==> config.mk <==
export PLATFORM = sky130hd
export DESIGN_NAME = fwd_hazard_unit
export DESIGN_NICKNAME = d
export VERILOG_FILES = /design/src/rtl/fwd_pkg.sv /design/src/rtl/fwd_pred_queue.sv /design/src/rtl/fwd_hazard_unit.sv
export SDC_FILE = /design/constraint.sdc
export NUM_CORES = 1
export LEC_CHECK = 0
export CAP_MARGIN = 20
export CELL_PAD_IN_SITES_DETAIL_PLACEMENT = 0
export CELL_PAD_IN_SITES_GLOBAL_PLACEMENT = 1
export CORE_ASPECT_RATIO = 1.1
export CORE_MARGIN = 3
export CORE_UTILIZATION = 32
export CTS_CLUSTER_DIAMETER = 60
export DETAILED_ROUTE_END_ITERATION = 7
export HOLD_SLACK_MARGIN = 0.08
export PLACE_DENSITY = 0.87
export SLEW_MARGIN = 30
export SYNTH_ARGS = -nofsm -noshare
export SYNTH_HDL_FRONTEND = slang
export SYNTH_SLANG_ARGS = --single-unit
==> constraint.sdc <==
create_clock -name i_Clk -period 4.63 [get_ports i_Clk]
set_input_delay 1.389 -clock i_Clk [delete_from_list [all_inputs] [get_ports i_Clk]]
set_output_delay 1.389 -clock i_Clk [all_outputs]
set_load 0.02 [all_outputs]
==> src/rtl/fwd_pkg.sv <==
// Shared types and helpers for the decode forwarding / hazard unit.
// Holds the controller state encoding, the register-zero address constant
// and the slice-offset helper used to unpack per-port buses.
package fwd_pkg;

    typedef enum logic {
        RUN   = 1'b0,
        FLUSH = 1'b1
    } state_t;

    // Architectural zero register: never forwarded, always read from the file.
    localparam int unsigned ADDR_ZERO = 0;

    // Low bit of element k in a flat bus of w-bit elements.
    function automatic int unsigned slice_lo(input int unsigned k, input int unsigned w);
        return k * w;
    endfunction

endpackage

==> src/rtl/fwd_pred_queue.sv <==
// Purpose: FIFO of predicted values awaiting verification in MEM.
// Latency: push visible in count/head next cycle; head is read combinationally.
// Backpressure: push ignored when full unless popping the same cycle; pop ignored when empty; clear wins.
// Ports: clk/rst_n, push+push_data, pop, clear -> full, empty, count, head.
module fwd_pred_queue #(
    parameter int WIDTH = 32,
    parameter int DEPTH = 4
) (
    input  logic                     clk,
    input  logic                     rst_n,
    input  logic                     push,
    input  logic [WIDTH-1:0]         push_data,
    input  logic                     pop,
    input  logic                     clear,
    output logic                     full,
    output logic                     empty,
    output logic [$clog2(DEPTH):0]   count,
    output logic [WIDTH-1:0]         head
);

    localparam int PW = $clog2(DEPTH);
    localparam int CW = PW + 1;

    logic [WIDTH-1:0] mem [DEPTH];
    logic [PW-1:0]    wr_ptr;
    logic [PW-1:0]    rd_ptr;
    logic             do_push;
    logic             do_pop;

    assign empty   = (count == '0);
    assign full    = (count == CW'(DEPTH));
    assign do_pop  = pop && !empty;
    // A full queue may still accept an entry when the head leaves this cycle.
    assign do_push = push && (!full || do_pop);
    assign head    = mem[rd_ptr];

    always_ff @(posedge clk or negedge rst_n) begin
        if (!rst_n) begin
            wr_ptr <= '0;
            rd_ptr <= '0;
            count  <= '0;
        end else if (clear) begin
            wr_ptr <= '0;
            rd_ptr <= '0;
            count  <= '0;
        end else begin
            if (do_push) wr_ptr <= wr_ptr + PW'(1);
            if (do_pop)  rd_ptr <= rd_ptr + PW'(1);
            case ({do_push, do_pop})
                2'b10:   count <= count + CW'(1);
                2'b01:   count <= count - CW'(1);
                default: count <= count;
            endcase
        end
    end

    always_ff @(posedge clk) begin
        if (do_push && !clear) mem[wr_ptr] <= push_data;
    end

endmodule

==> src/rtl/fwd_hazard_unit.sv <==
// Purpose: decode operand forwarding (EX>MEM>WB), value-prediction injection, load-use stall, mispredict flush.
// Latency: operands and o_Stall combinational; o_Flush/counters registered (one cycle after the failing resolve).
// Backpressure: o_Stall holds decode on hazards, on a full prediction queue, and for FLUSH_CYCLES after a flush.
// Ports: i_DEC_* read ports, i_EX/MEM/WB_* producers, i_Predict_*, i_MEM_Resolve, i_Squash -> operands, stall, flush, counts.
module fwd_hazard_unit
    import fwd_pkg::*;
#(
    parameter int DATA_WIDTH     = 32,
    parameter int REG_ADDR_WIDTH = 5,
    parameter int NUM_SRC        = 2,
    parameter int PRED_Q_DEPTH   = 4,
    parameter int FLUSH_CYCLES   = 2
) (
    input  logic                                   i_Clk,
    input  logic                                   i_Reset_n,
    input  logic [NUM_SRC-1:0]                     i_DEC_Uses,
    input  logic [NUM_SRC*(REG_ADDR_WIDTH+1)-1:0]  i_DEC_Addr,
    input  logic [NUM_SRC*DATA_WIDTH-1:0]          i_DEC_Data,
    input  logic                                   i_DEC_Advance,
    input  logic                                   i_EX_Writes_Back,
    input  logic                                   i_EX_Valid,
    input  logic [REG_ADDR_WIDTH:0]                i_EX_Write_Addr,
    input  logic [DATA_WIDTH-1:0]                  i_EX_Write_Data,
    input  logic                                   i_MEM_Writes_Back,
    input  logic [REG_ADDR_WIDTH:0]                i_MEM_Write_Addr,
    input  logic [DATA_WIDTH-1:0]                  i_MEM_Write_Data,
    input  logic                                   i_MEM_Resolve,
    input  logic                                   i_WB_Writes_Back,
    input  logic [REG_ADDR_WIDTH:0]                i_WB_Write_Addr,
    input  logic [DATA_WIDTH-1:0]                  i_WB_Write_Data,
    input  logic                                   i_Predict_Made,
    input  logic [DATA_WIDTH-1:0]                  i_Predicted_Data,
    input  logic                                   i_Squash,
    output logic [NUM_SRC*DATA_WIDTH-1:0]          o_DEC_Override_Data,
    output logic                                   o_Stall,
    output logic                                   o_Flush,
    output logic [$clog2(PRED_Q_DEPTH):0]          o_Pred_Q_Count,
    output logic [15:0]                            o_Mispredict_Count
);

    localparam int AW  = REG_ADDR_WIDTH + 1;
    localparam int FCW = $clog2(FLUSH_CYCLES) + 1;
    localparam logic [AW-1:0] ZERO_ADDR = AW'(ADDR_ZERO);

    state_t               state;
    state_t               state_nxt;
    logic [FCW-1:0]       flush_cnt;
    logic [NUM_SRC-1:0]   hazard;
    logic [NUM_SRC-1:0]   pred_used;
    logic                 pred_use;
    logic                 q_full;
    logic                 q_empty;
    logic                 q_push;
    logic                 q_pop;
    logic                 q_clear;
    logic                 mispredict;
    logic                 run;
    logic [DATA_WIDTH-1:0] q_head;

    // ---------------- per-port forwarding ----------------
    for (genvar k = 0; k < NUM_SRC; k++) begin : g_port
        logic [AW-1:0]         addr;
        logic [DATA_WIDTH-1:0] rf_data;
        logic [DATA_WIDTH-1:0] fwd_data;
        logic                  rd_en;
        logic                  ex_hit;
        logic                  mem_hit;
        logic                  wb_hit;
        logic                  hz;
        logic                  pu;

        assign addr    = i_DEC_Addr[slice_lo(k, AW) +: AW];
        assign rf_data = i_DEC_Data[slice_lo(k, DATA_WIDTH) +: DATA_WIDTH];
        // Zero register reads never match a producer.
        assign rd_en   = i_DEC_Uses[k] && (addr != ZERO_ADDR);
        assign ex_hit  = rd_en && i_EX_Writes_Back  && (addr == i_EX_Write_Addr);
        assign mem_hit = rd_en && i_MEM_Writes_Back && (addr == i_MEM_Write_Addr);
        assign wb_hit  = rd_en && i_WB_Writes_Back  && (addr == i_WB_Write_Addr);

        always_comb begin
            fwd_data = rf_data;
            hz       = 1'b0;
            pu       = 1'b0;
            if (ex_hit) begin
                // The youngest producer owns the register even if its value is not ready.
                if (i_EX_Valid)          fwd_data = i_EX_Write_Data;
                else if (i_Predict_Made) begin
                    fwd_data = i_Predicted_Data;
                    pu       = 1'b1;
                end else                 hz = 1'b1;
            end else if (mem_hit) begin
                fwd_data = i_MEM_Write_Data;
            end else if (wb_hit) begin
                fwd_data = i_WB_Write_Data;
            end
        end

        assign o_DEC_Override_Data[slice_lo(k, DATA_WIDTH) +: DATA_WIDTH] = fwd_data;
        assign hazard[k]    = hz;
        assign pred_used[k] = pu;
    end

    // ---------------- prediction queue ----------------
    assign run        = (state == RUN);
    assign pred_use   = |pred_used;
    assign q_pop      = run && i_MEM_Resolve && !q_empty;
    assign mispredict = q_pop && (q_head != i_MEM_Write_Data);
    // One entry per advancing instruction, regardless of how many ports consumed it.
    assign q_push     = run && pred_use && i_DEC_Advance && !o_Stall;
    assign q_clear    = mispredict || i_Squash;

    fwd_pred_queue #(
        .WIDTH (DATA_WIDTH),
        .DEPTH (PRED_Q_DEPTH)
    ) u_pred_queue (
        .clk       (i_Clk),
        .rst_n     (i_Reset_n),
        .push      (q_push),
        .push_data (i_Predicted_Data),
        .pop       (q_pop),
        .clear     (q_clear),
        .full      (q_full),
        .empty     (q_empty),
        .count     (o_Pred_Q_Count),
        .head      (q_head)
    );

    // ---------------- controller ----------------
    always_ff @(posedge i_Clk or negedge i_Reset_n) begin
        if (!i_Reset_n) state <= RUN;
        else            state <= state_nxt;
    end

    always_comb begin
        state_nxt = state;
        case (state)
            RUN:     if (mispredict)       state_nxt = FLUSH;
            FLUSH:   if (flush_cnt == '0)  state_nxt = RUN;
            default:                       state_nxt = RUN;
        endcase
    end

    always_comb begin
        o_Stall = 1'b0;
        if (i_Reset_n) begin
            if (state == FLUSH) o_Stall = 1'b1;
            // A full queue only blocks a new prediction if the head is not retiring now.
            else                o_Stall = (|hazard) || (pred_use && q_full && !i_MEM_Resolve);
        end
    end

    always_ff @(posedge i_Clk or negedge i_Reset_n) begin
        if (!i_Reset_n) begin
            flush_cnt          <= '0;
            o_Flush            <= 1'b0;
            o_Mispredict_Count <= '0;
        end else begin
            o_Flush <= mispredict;
            if (mispredict) begin
                flush_cnt <= FCW'(FLUSH_CYCLES - 1);
                if (o_Mispredict_Count != 16'hFFFF)
                    o_Mispredict_Count <= o_Mispredict_Count + 16'd1;
            end else if (state == FLUSH && flush_cnt != '0) begin
                flush_cnt <= flush_cnt - FCW'(1);
            end
        end
    end

endmodule
# Word-level counts from Yosys, hierarchy flattened
# Memories as Yosys holds them, arrays and structs flattened.
# Index checks and enable logic that the tools add are counted.
totals:
  regBits: 27
  mem_bits_rw: 128
  input_bits: 234
  word_cells: 105
  n_memories: 1
mem_list:
  columns: ["memory", "depth", "word_bits", "read_ports", "rd_ports_with_merged_regs", "wr", "line", "text"]
  rows:
  - ["u_pred_queue.mem", 4, 32, 1, 0, 1, "fwd_pred_queue.sv:24", "logic [WIDTH-1:0] mem [DEPTH];"]
op_classes:
  add_sub_neg: 6
  n_eq_ne: 11
  n_mux: 33
  bitwise: 1
  reduce_logical: 46
op_table:
  columns: ["cell", "count"]
  rows:
  - ["two-way mux 32 bit", 10]
  - ["== test 6 bit", 6]
  - ["inequality test 32 bit", 1]
  - ["logical AND 1 bit", 26]
  - ["adder 16 x 1 -> 16 bit, second input constant", 1]
  - ["inequality test 16 bit, second input constant", 1]
  - ["two-way mux 1 bit", 14]
  - ["two-way mux 2 bit", 6]
  - ["nonzero test 6 bit", 2]
  - ["nonzero test 2 bit", 4]
  - ["one-hot mux 3 bit (2 select lines)", 1]
  - ["zero test 1 bit", 5]
  - ["adder 2 x 1 -> 2 bit, second input constant", 2]
  - ["OR reduction 2 bit", 2]
  - ["adder 3 x 1 -> 3 bit, second input constant", 1]
  - ["== test 3 bit, second input constant", 1]
  - ["zero test 3 bit", 1]
  - ["logical OR 1 bit", 3]
  - ["two-way mux 3 bit", 1]
  - ["nonzero test 3 bit", 1]
  - ["subtractor 3 x 1 -> 3 bit, second input constant", 1]
  - ["== test 2 x 1 -> 1 bit, second input constant", 1]
  - ["== test 2 bit, second input constant", 1]
  - ["zero test 2 bit", 1]
  - ["other kinds (4)", 4]

# Logic depth before layout (Yosys ltp)
# Gate-level depths: netlist (run 1).
depth:
  word_depth: 17
  mapped_depth: 12
  depth_no_buf: 9

# Modules after synthesis
# A second synthesis (run 1) with hierarchy kept.
unflattened:
  hier_cells: 998
  area_unflattened_um2: 10369.9
by_module_without_submodules:
  columns: ["module", "n_inst", "cells_each", "area_per_inst_um2"]
  rows:
  - ["fwd_pred_queue", 1, 234, 5281.3]
  - ["fwd_hazard_unit", 1, 764, 5088.6]

# Worst setup path before layout (run 1)
# Ideal clock, no wire load.
synth_path:
  path_kind: "input-to-output"
  from: "input i_DEC_Addr[6]"
  to: "output o_DEC_Override_Data[33]"
  t_arrival_ns: 3.488
  required_time_ns: 3.241
  slack_ns: -0.247
  path_stages: 8
  path_cell_list: "or4_1 -> o31ai_1 -> nor3_1 -> clkbuf_1 -> mux2i_1 -> nor2_1 -> a21oi_1 -> o21ai_0"
synth_via:
  elab_chain_len: 7
  word_cells_on_any_way: 14
synth_rtl:
  columns: ["item", "line", "text"]
  rows:
  - ["start: declaration", "fwd_hazard_unit.sv:17", "input logic [NUM_SRC*(REG_ADDR_WIDTH+1)-1:0] i_DEC_Addr,"]
  - ["nonzero test 6 bit", "fwd_hazard_unit.sv:75", "assign rd_en = i_DEC_Uses[k] && (addr != ZERO_ADDR);"]
  - ["logical AND 1 bit", "fwd_hazard_unit.sv:75", null]
  - ["logical AND 1 bit (2 in series)", "fwd_hazard_unit.sv:78", "assign wb_hit = rd_en && i_WB_Writes_Back && (addr == i_WB_Write_Addr);"]
  - ["two-way mux 32 bit", "fwd_hazard_unit.sv:93", "end else if (wb_hit) begin"]
  - ["two-way mux 32 bit", "fwd_hazard_unit.sv:91", "end else if (mem_hit) begin"]
  - ["two-way mux 32 bit (*)", "fwd_hazard_unit.sv:84", "if (ex_hit) begin"]
  - ["end: declaration", "fwd_hazard_unit.sv:34", "output logic [NUM_SRC*DATA_WIDTH-1:0] o_DEC_Override_Data,"]
# Mark *: on every way between the ends. The rest lies on a longest branch, timed or not.

# Worst setup path in the final report (run 1)
layout_path:
  from: "input i_DEC_Addr[7]"
  to: "output o_DEC_Override_Data[52]"
# Same word-level chain as after synthesis.

==> flow_summary.json, run 1 <==
{
  "synth_area_leader_cell": "edfxtp_1",
  "cp-startpoint": "i_DEC_Addr[7]",
  "fin_setup_tns_ns": -5.22,
  "power_mw": 3.89,
  "h-tree-depth": 4,
  "clk_latency_ns": 0.42,
  "hold_path_class": "register to register",
  "cts_buffers": 17,
  "clkPwrFrac": 0.388,
  "via_count": 9748,
  "post-route-util": 0.548,
  "finalNetCount": 1637,
  "clockBufferDepth": 2,
  "drtIter0Drc": 789,
  "path_class": "primary input to output port",
  "drive_gt1_frac": 0.305,
  "grt_max_degree": 56,
  "p_switching_mw": 0.965,
  "pwr_density_cell_mw_per_mm2": 239,
  "dieArea_mm2": 0.0325,
  "p_leak_nw": 5.99,
  "ant_nets": 0,
  "slew_viol_final": 0,
  "ys.flop_type": "edfxtp_1",
  "synthArstFlopShare": 0.174,
  "die_h_um": 189,
  "fillers": 2482,
  "avgViaCountPerCell": 5.46,
  "synthesis.area_mm2": 0.00971,
  "start_util": 0.327,
  "max-vdd-ir-drop_mv": 0.264,
  "yosys_register_bits": 155,
  "pwr-share-comb": 0.217,
  "finalHoldViolations": 0,
  "antenna_found_initial": 6,
  "start_kind": "primary input",
  "final_area_mm2": 0.0163,
  "synth_top_area_share": 0.396,
  "r2r_start": "u_pred_queue.rd_ptr[0]",
  "violations": "setup timing",
  "wl_per_cell_um": 23.2,
  "slew_headroom": 0.406,
  "globalplace.congestion": 0.921,
  "end_kind": "output port",
  "fin_crit_sh": 1.04,
  "netlist_top_cells_count": "164 x o21ai_0, 128 x edfxtp_1, 84 x xnor2_1, 82 x nand3_1, 70 x inv_1",
  "fmax_mhz": 208,
  "synth.avg_cell_area_um2": 9.92,
  "crit_arrival_ns": 3.43,
  "final-setup-viol-count": 61,
  "first_global_vias": 10014,
  "critPathRequiredTime_ns": 3.24,
  "drt-total-wl_mm": 41.5,
  "coreArea_mm2": 0.0297,
  "worstHoldStart": "o_Mispredict_Count[10]",
  "tritoncts": "yes",
  "whs_ns": 0.506,
  "worstMarginPinSlew_ns": 0.879,
  "layout_setup_ws_ns": -0.184,
  "synth.area.top_cells": "edfxtp_1 40%, o21ai_0 8.5%, xnor2_1 7.6%",
  "grt_pass1_wl_mm": 60.7,
  "grt_overflow": 0,
  "ys_seq_area_frac": 0.465,
  "io_pins": 319,
  "grt_usage": 0.247,
  "synth_edf_count": 128,
  "area_growth_pct": 67.8,
  "cap_violations": 0,
  "clock_skew_ns": 0.00706,
  "clk_pin_slew_ns": 0.06,
  "critical_path.max_fanout": 6,
  "core.rowCount": 66,
  "dr.pass1.iters": 6,
  "clock_sinks": 155,
  "drc": 0,
  "seqPwrFrac": 0.395,
  "internal_power_mw": 2.93,
  "status": "finished, violations left",
  "cts_root_buf": "clkbuf_16",
  "min_period_ns": 4.81,
  "die_w_um": 172,
  "syn_inst": 979,
  "swShare": 0.248,
  "dpl_cell_area_mm2": 0.0144,
  "ys.warnings.count": 0,
  "rsz0062_at_grt": "yes",
  "dp_hpwl_mm": 28.7,
  "syn_nets": 1220,
  "synth.most_common_cell": "o21ai_0",
  "synth.distinct_cells": 41,
  "io_buffers": 318
}
[metrics by stage]
| stage | instances | worst slack (ns) |
|---|---|---|
| after floorplan | 979 | 0.00853 |
| after global placement | 1710 | -0.977 |
| after detailed placement | 1714 | -0.953 |
| after CTS | 1777 | -0.189 |
| after global routing | 1785 | -0.275 |
| final | 1785 | -0.184 |
[area by class of cell]
type,count,area [µm²],area share
Inverter,71,267,0.0163
Multi-Input combinational cell,688,5340,0.328
Timing Repair Buffer,463,5050,0.310
Tap cell,374,468,0.0287
Clock buffer,17,425,0.0261
Sequential cell,155,4520,0.277
Clock inverter,15,219,0.0134
Antenna cell,2,5.00,0.000307
[layout by cell type (no fill, tap or decap), types with 6 or more instances in the layout]
cell type        netlist  routed
a21oi_1               67      51
a21oi_2                0      16
and3_1                 7       7
buf_12                 0      22
buf_16                 0      17
buf_2                  2       7
buf_4                  1      87
buf_6                  3      84
clkbuf_16              0      21
clkdlybuf4s50_1        0     220
dfrtp_1               27      26
dlygate4sd2_1          0       7
dlymetal6s2s_1         0       6
edfxtp_1             128     128
ha_1                   6       6
inv_1                 70      70
mux2i_1               33      27
mux4_2                32      32
nand2_1               45      45
nand2b_1              33      33
nand3_1               82      76
nand3_2                0       6
nand4_1               19      19
nor2_1                51      38
nor2_2                 0       6
nor2_4                 0       7
o211ai_1              32      32
o21ai_0              164      67
o21ai_1                0      24
o21ai_2                0      67
o21ai_4                0       6
xnor2_1               84      75
xnor2_2                0       9
[logic make-up after synthesis]
| family | synth area share |
|---|---|
| flip-flops | 0.465 |
| AND/OR/NAND/NOR | 0.131 |
| AO/OA/AOI/OAI | 0.150 |
| adder cells (fa/ha/maj) | 0.00979 |
| XOR/XNOR | 0.0766 |
| buffers and inverters | 0.0555 |
| multiplexers | 0.112 |
[what timing repair did]
item | in CTS | in global routing
pin swaps | 41 | 53
hold buffers | 0 | 0
cloned | 15 | 4
resized for setup | 541 | 79
endpoints found under the setup margin | 65 | 65
buffers inserted | 17 | 6
[power groups by stage]
| stage | clock network (mW) | registers [mW] | logic [mW] |
|---|---|---|---|
| after CTS | 1.53 | 1.54 | 0.820 |
| after floorplan | 0 | 1.57 | 0.303 |
| after detailed placement | 0 | 1.57 | 0.778 |
| after global placement | 0 | 1.57 | 0.776 |
| after global routing | 1.60 | 1.54 | 0.900 |
| final | 1.51 | 1.54 | 0.845 |
[worst max-delay path, stage by stage]
cell and delay (ns):
buf_6 0.09, or4_4 0.53, o31ai_4 0.19, buf_6 0.15, nor3_4 0.06, buf_6 0.13
buf_12 0.14, mux2i_1 0.12, nor2_1 0.16, a21oi_2 0.05, o21ai_2 0.25, buf_6 0.16
[worst paths after layout]
path                                      endpoint  slack, ns  cells after the start
setup reg to reg           u_pred_queue.mem[0][15]       0.67                     12
hold reg to reg             o_Mispredict_Count[10]       0.51                      1
max in group asynchronous   u_pred_queue.rd_ptr[0]       2.96                      2
hold / removal              o_Mispredict_Count[10]       0.51                      1
min in group asynchronous   o_Mispredict_Count[11]       1.39                      2
setup / recovery           o_DEC_Override_Data[52]      -0.18                     12
[flip-flops by register name, indices dropped and copies added, names as in the netlist]
register	flops
u_pred_queue.wr_ptr	2
u_pred_queue.count	3
u_pred_queue.rd_ptr	2
flush_cnt	2
o_Flush	1
o_Mispredict_Count	16
u_pred_queue.mem	128
state	1
[routing by layer]
metal  routed length (µm)  global-route usage  up-vias
met4                 2100               0.110        8
met1                16100               0.307     4687
li1                     -                   -     4426
met2                19600               0.404      496
met3                 3660              0.0621      131
met5                   40                   0        -
(Power assumes the default switching activity.)
==> run 2, diff against run 1 <==
--- a/config.mk
+++ b/config.mk
@@ -6,15 +6,13 @@
 export NUM_CORES = 1
 export LEC_CHECK = 0
 export CAP_MARGIN = 20
-export CELL_PAD_IN_SITES_DETAIL_PLACEMENT = 0
-export CELL_PAD_IN_SITES_GLOBAL_PLACEMENT = 1
 export CORE_ASPECT_RATIO = 1.1
 export CORE_MARGIN = 3
-export CORE_UTILIZATION = 32
+export CORE_UTILIZATION = 43
 export CTS_CLUSTER_DIAMETER = 60
 export DETAILED_ROUTE_END_ITERATION = 7
 export HOLD_SLACK_MARGIN = 0.08
-export PLACE_DENSITY = 0.87
+export PLACE_DENSITY = 0.88
 export SLEW_MARGIN = 30
 export SYNTH_ARGS = -nofsm -noshare
 export SYNTH_HDL_FRONTEND = slang
==> flow_summary.json, run 2 (synthesis gave the netlist of run 1 again) <==
{
  "grt_overflow": 0,
  "clockBufferDepth": 2,
  "cp_top_family": "buffers and inverters",
  "top_register": "u_pred_queue.mem",
  "avgViaCountPerCell": 6.11,
  "io_buffers": 318,
  "pwr_density_cell_mw_per_mm2": 235,
  "top_regs": "u_pred_queue.mem x128, o_Mispredict_Count x16, u_pred_queue.count x3",
  "seqPwrFrac": 0.412,
  "ant_nets": 0,
  "layout_setup_ws_ns": -0.232,
  "p_switching_mw": 0.944,
  "core.rowCount": 57,
  "drc": 0,
  "critPathRequiredTime_ns": 3.24,
  "min_period_ns": 4.86,
  "path_buf_inv": 6,
  "slew_headroom": 0.449,
  "slowest_delay_ns": 0.56,
  "path_class": "primary input to output port",
  "grtUsageMet2": 0.490,
  "grt_usage": 0.297,
  "clk_pin_slew_ns": 0.06,
  "slew_viol_final": 0,
  "h-tree-depth": 4,
  "worstMarginPinSlew_ns": 0.816,
  "dieArea_mm2": 0.0244,
  "rsz0062_at_grt": "yes",
  "coreArea_mm2": 0.0222,
  "globalplace.congestion": 0.961,
  "grt_max_degree": 54,
  "ff2ff_path_depth": 11,
  "finalHoldViolations": 0,
  "r2r_start": "u_pred_queue.rd_ptr[0]",
  "clk_latency_ns": 0.43,
  "grt_busiest_layer": "met2",
  "drtIter0Drc": 1244,
  "area_growth_pct": 63.7,
  "hold_path_class": "register to register",
  "start_util": 0.438,
  "wl_per_cell_um": 24.8,
  "cp_slowest_cell": "or4_4",
  "finalNetCount": 1605,
  "reg2reg_to": "u_pred_queue.mem[1][4]",
  "io_pins": 319,
  "internal_power_mw": 2.79,
  "fin_crit_sh": 1.05,
  "final-setup-viol-count": 65,
  "pwr-share-comb": 0.219,
  "via_count": 10228,
  "tritoncts": "yes",
  "status": "finished, violations left",
  "cap_violations": 0,
  "swShare": 0.253,
  "dp_slack_ns": -1.00,
  "cp.depth": 12,
  "mostFrequentLayoutCell": "clkdlybuf4s50_1",
  "postCtsHoldBufs": 0,
  "crit_chain": "buf_6, or4_4, o31ai_4, buf_6, buf_6, or3_4, buf_12, clkbuf_16, o211ai_1, o21ai_1, o21ai_2, buf_6",
  "crit_path_end": "o_DEC_Override_Data[27]",
  "critical_path.max_fanout": 6,
  "dr.pass1.iters": 7,
  "die_h_um": 164,
  "final_cell_mix": "224 x clkdlybuf4s50_1, 128 x edfxtp_1, 79 x xnor2_1, 79 x nand3_1, 70 x inv_1",
  "dp_hpwl_mm": 25.9,
  "antenna_found_initial": 1,
  "cp-startpoint": "i_DEC_Addr[0]",
  "use_met3": 0.0782,
  "grt_pass1_wl_mm": 55.4,
  "first_global_vias": 9696,
  "fmax_mhz": 206,
  "p_leak_nw": 5.80,
  "violations": "setup timing",
  "fillers": 1404,
  "grt_use_met1": 0.366,
  "r2r_setup_slack_ns": 0.62,
  "start_kind": "primary input",
  "cts_root_buf": "clkbuf_16",
  "crit_arrival_ns": 3.47,
  "max-vdd-ir-drop_mv": 0.216,
  "clkPwrFrac": 0.369,
  "drive_gt1_frac": 0.294,
  "critical_path.most_common_cell": "buf_6",
  "die_w_um": 149,
  "end_kind": "output port",
  "clock_skew_ns": 0.0124,
  "clock_sinks": 155,
  "cts_buffers": 17,
  "largest_register_ffs": 128,
  "drt-total-wl_mm": 41.4,
  "whs_ns": 0.517
}
[run 2: changes by cell type in the layout (fill, tap and decap cells not counted), moves of 10 or more]
cell / change
buf_4: -24
buf_6: -15
nand2_1: -12
nand2_2: +10
nor2_1: -11
nor2_2: +13
[run 2: area by class of cell]
class                   count  area, µm²  area share
clock inverters            11        145     0.00913
well taps                 295        369      0.0232
flip-flops and latches    155       4520       0.284
diodes                      2       5.00    0.000315
inverters                  71        267      0.0168
multi-input cells         688       5290       0.333
repair buffers            431       4870       0.306
clock buffers              20        437      0.0275
[run 2: stage by stage]
step / utilization / cell area (µm²) / power, mW / cells / TNS, ns
after global routing: 0.717 / 15900 / 3.85 / 1672 / -11.14
after global placement: 0.635 / 14100 / 2.29 / 1601 / -52.84
after floorplan: - / 9950 / 1.87 / 979 / 0
final: 0.717 / 15900 / 3.73 / 1673 / -8.88
after detailed placement: 0.635 / 14100 / 2.31 / 1601 / -57.41
after CTS: 0.688 / 15300 / 3.69 / 1655 / -8.96
[run 2: worst min-delay path by stage]
stage / to / depth (start not counted) / startpoint / slack (ns)
after floorplan: flush_cnt[0] / 2 / flush_cnt[0] / 0.49
after detailed placement: o_Mispredict_Count[9] / 1 / o_Mispredict_Count[9] / 0.50
after CTS: o_Mispredict_Count[8] / 1 / o_Mispredict_Count[8] / 0.52
after global placement: o_Mispredict_Count[9] / 1 / o_Mispredict_Count[9] / 0.48
after global routing: o_Mispredict_Count[9] / 1 / o_Mispredict_Count[9] / 0.54
final: o_Mispredict_Count[10] / 1 / o_Mispredict_Count[10] / 0.52
[run 2: power groups by stage]
stage	Sequential (mW)	Clock, mW	Combinational [mW]
3_3_place_gp	1.57	0	0.725
2_1_floorplan	1.57	0	0.303
5_1_grt	1.54	1.45	0.861
3_5_place_dp	1.57	0	0.740
4_1_cts	1.54	1.39	0.764
6_report	1.54	1.38	0.818
[run 2: repair_timing]
item / CTS / global route
cloned: 11 / 14
pin swaps: 31 / 44
setup buffers: 12 / 10
endpoints found under the setup margin: 65 / 65
gates resized for setup: 491 / 124
hold endpoints to repair: 0 / 0
[run 2: layer usage]
metal,vias up,wire length (µm)
li1,4358,-
met1,4816,14900
met2,818,19000
met3,236,4910
met4,0,2680
met5,-,0
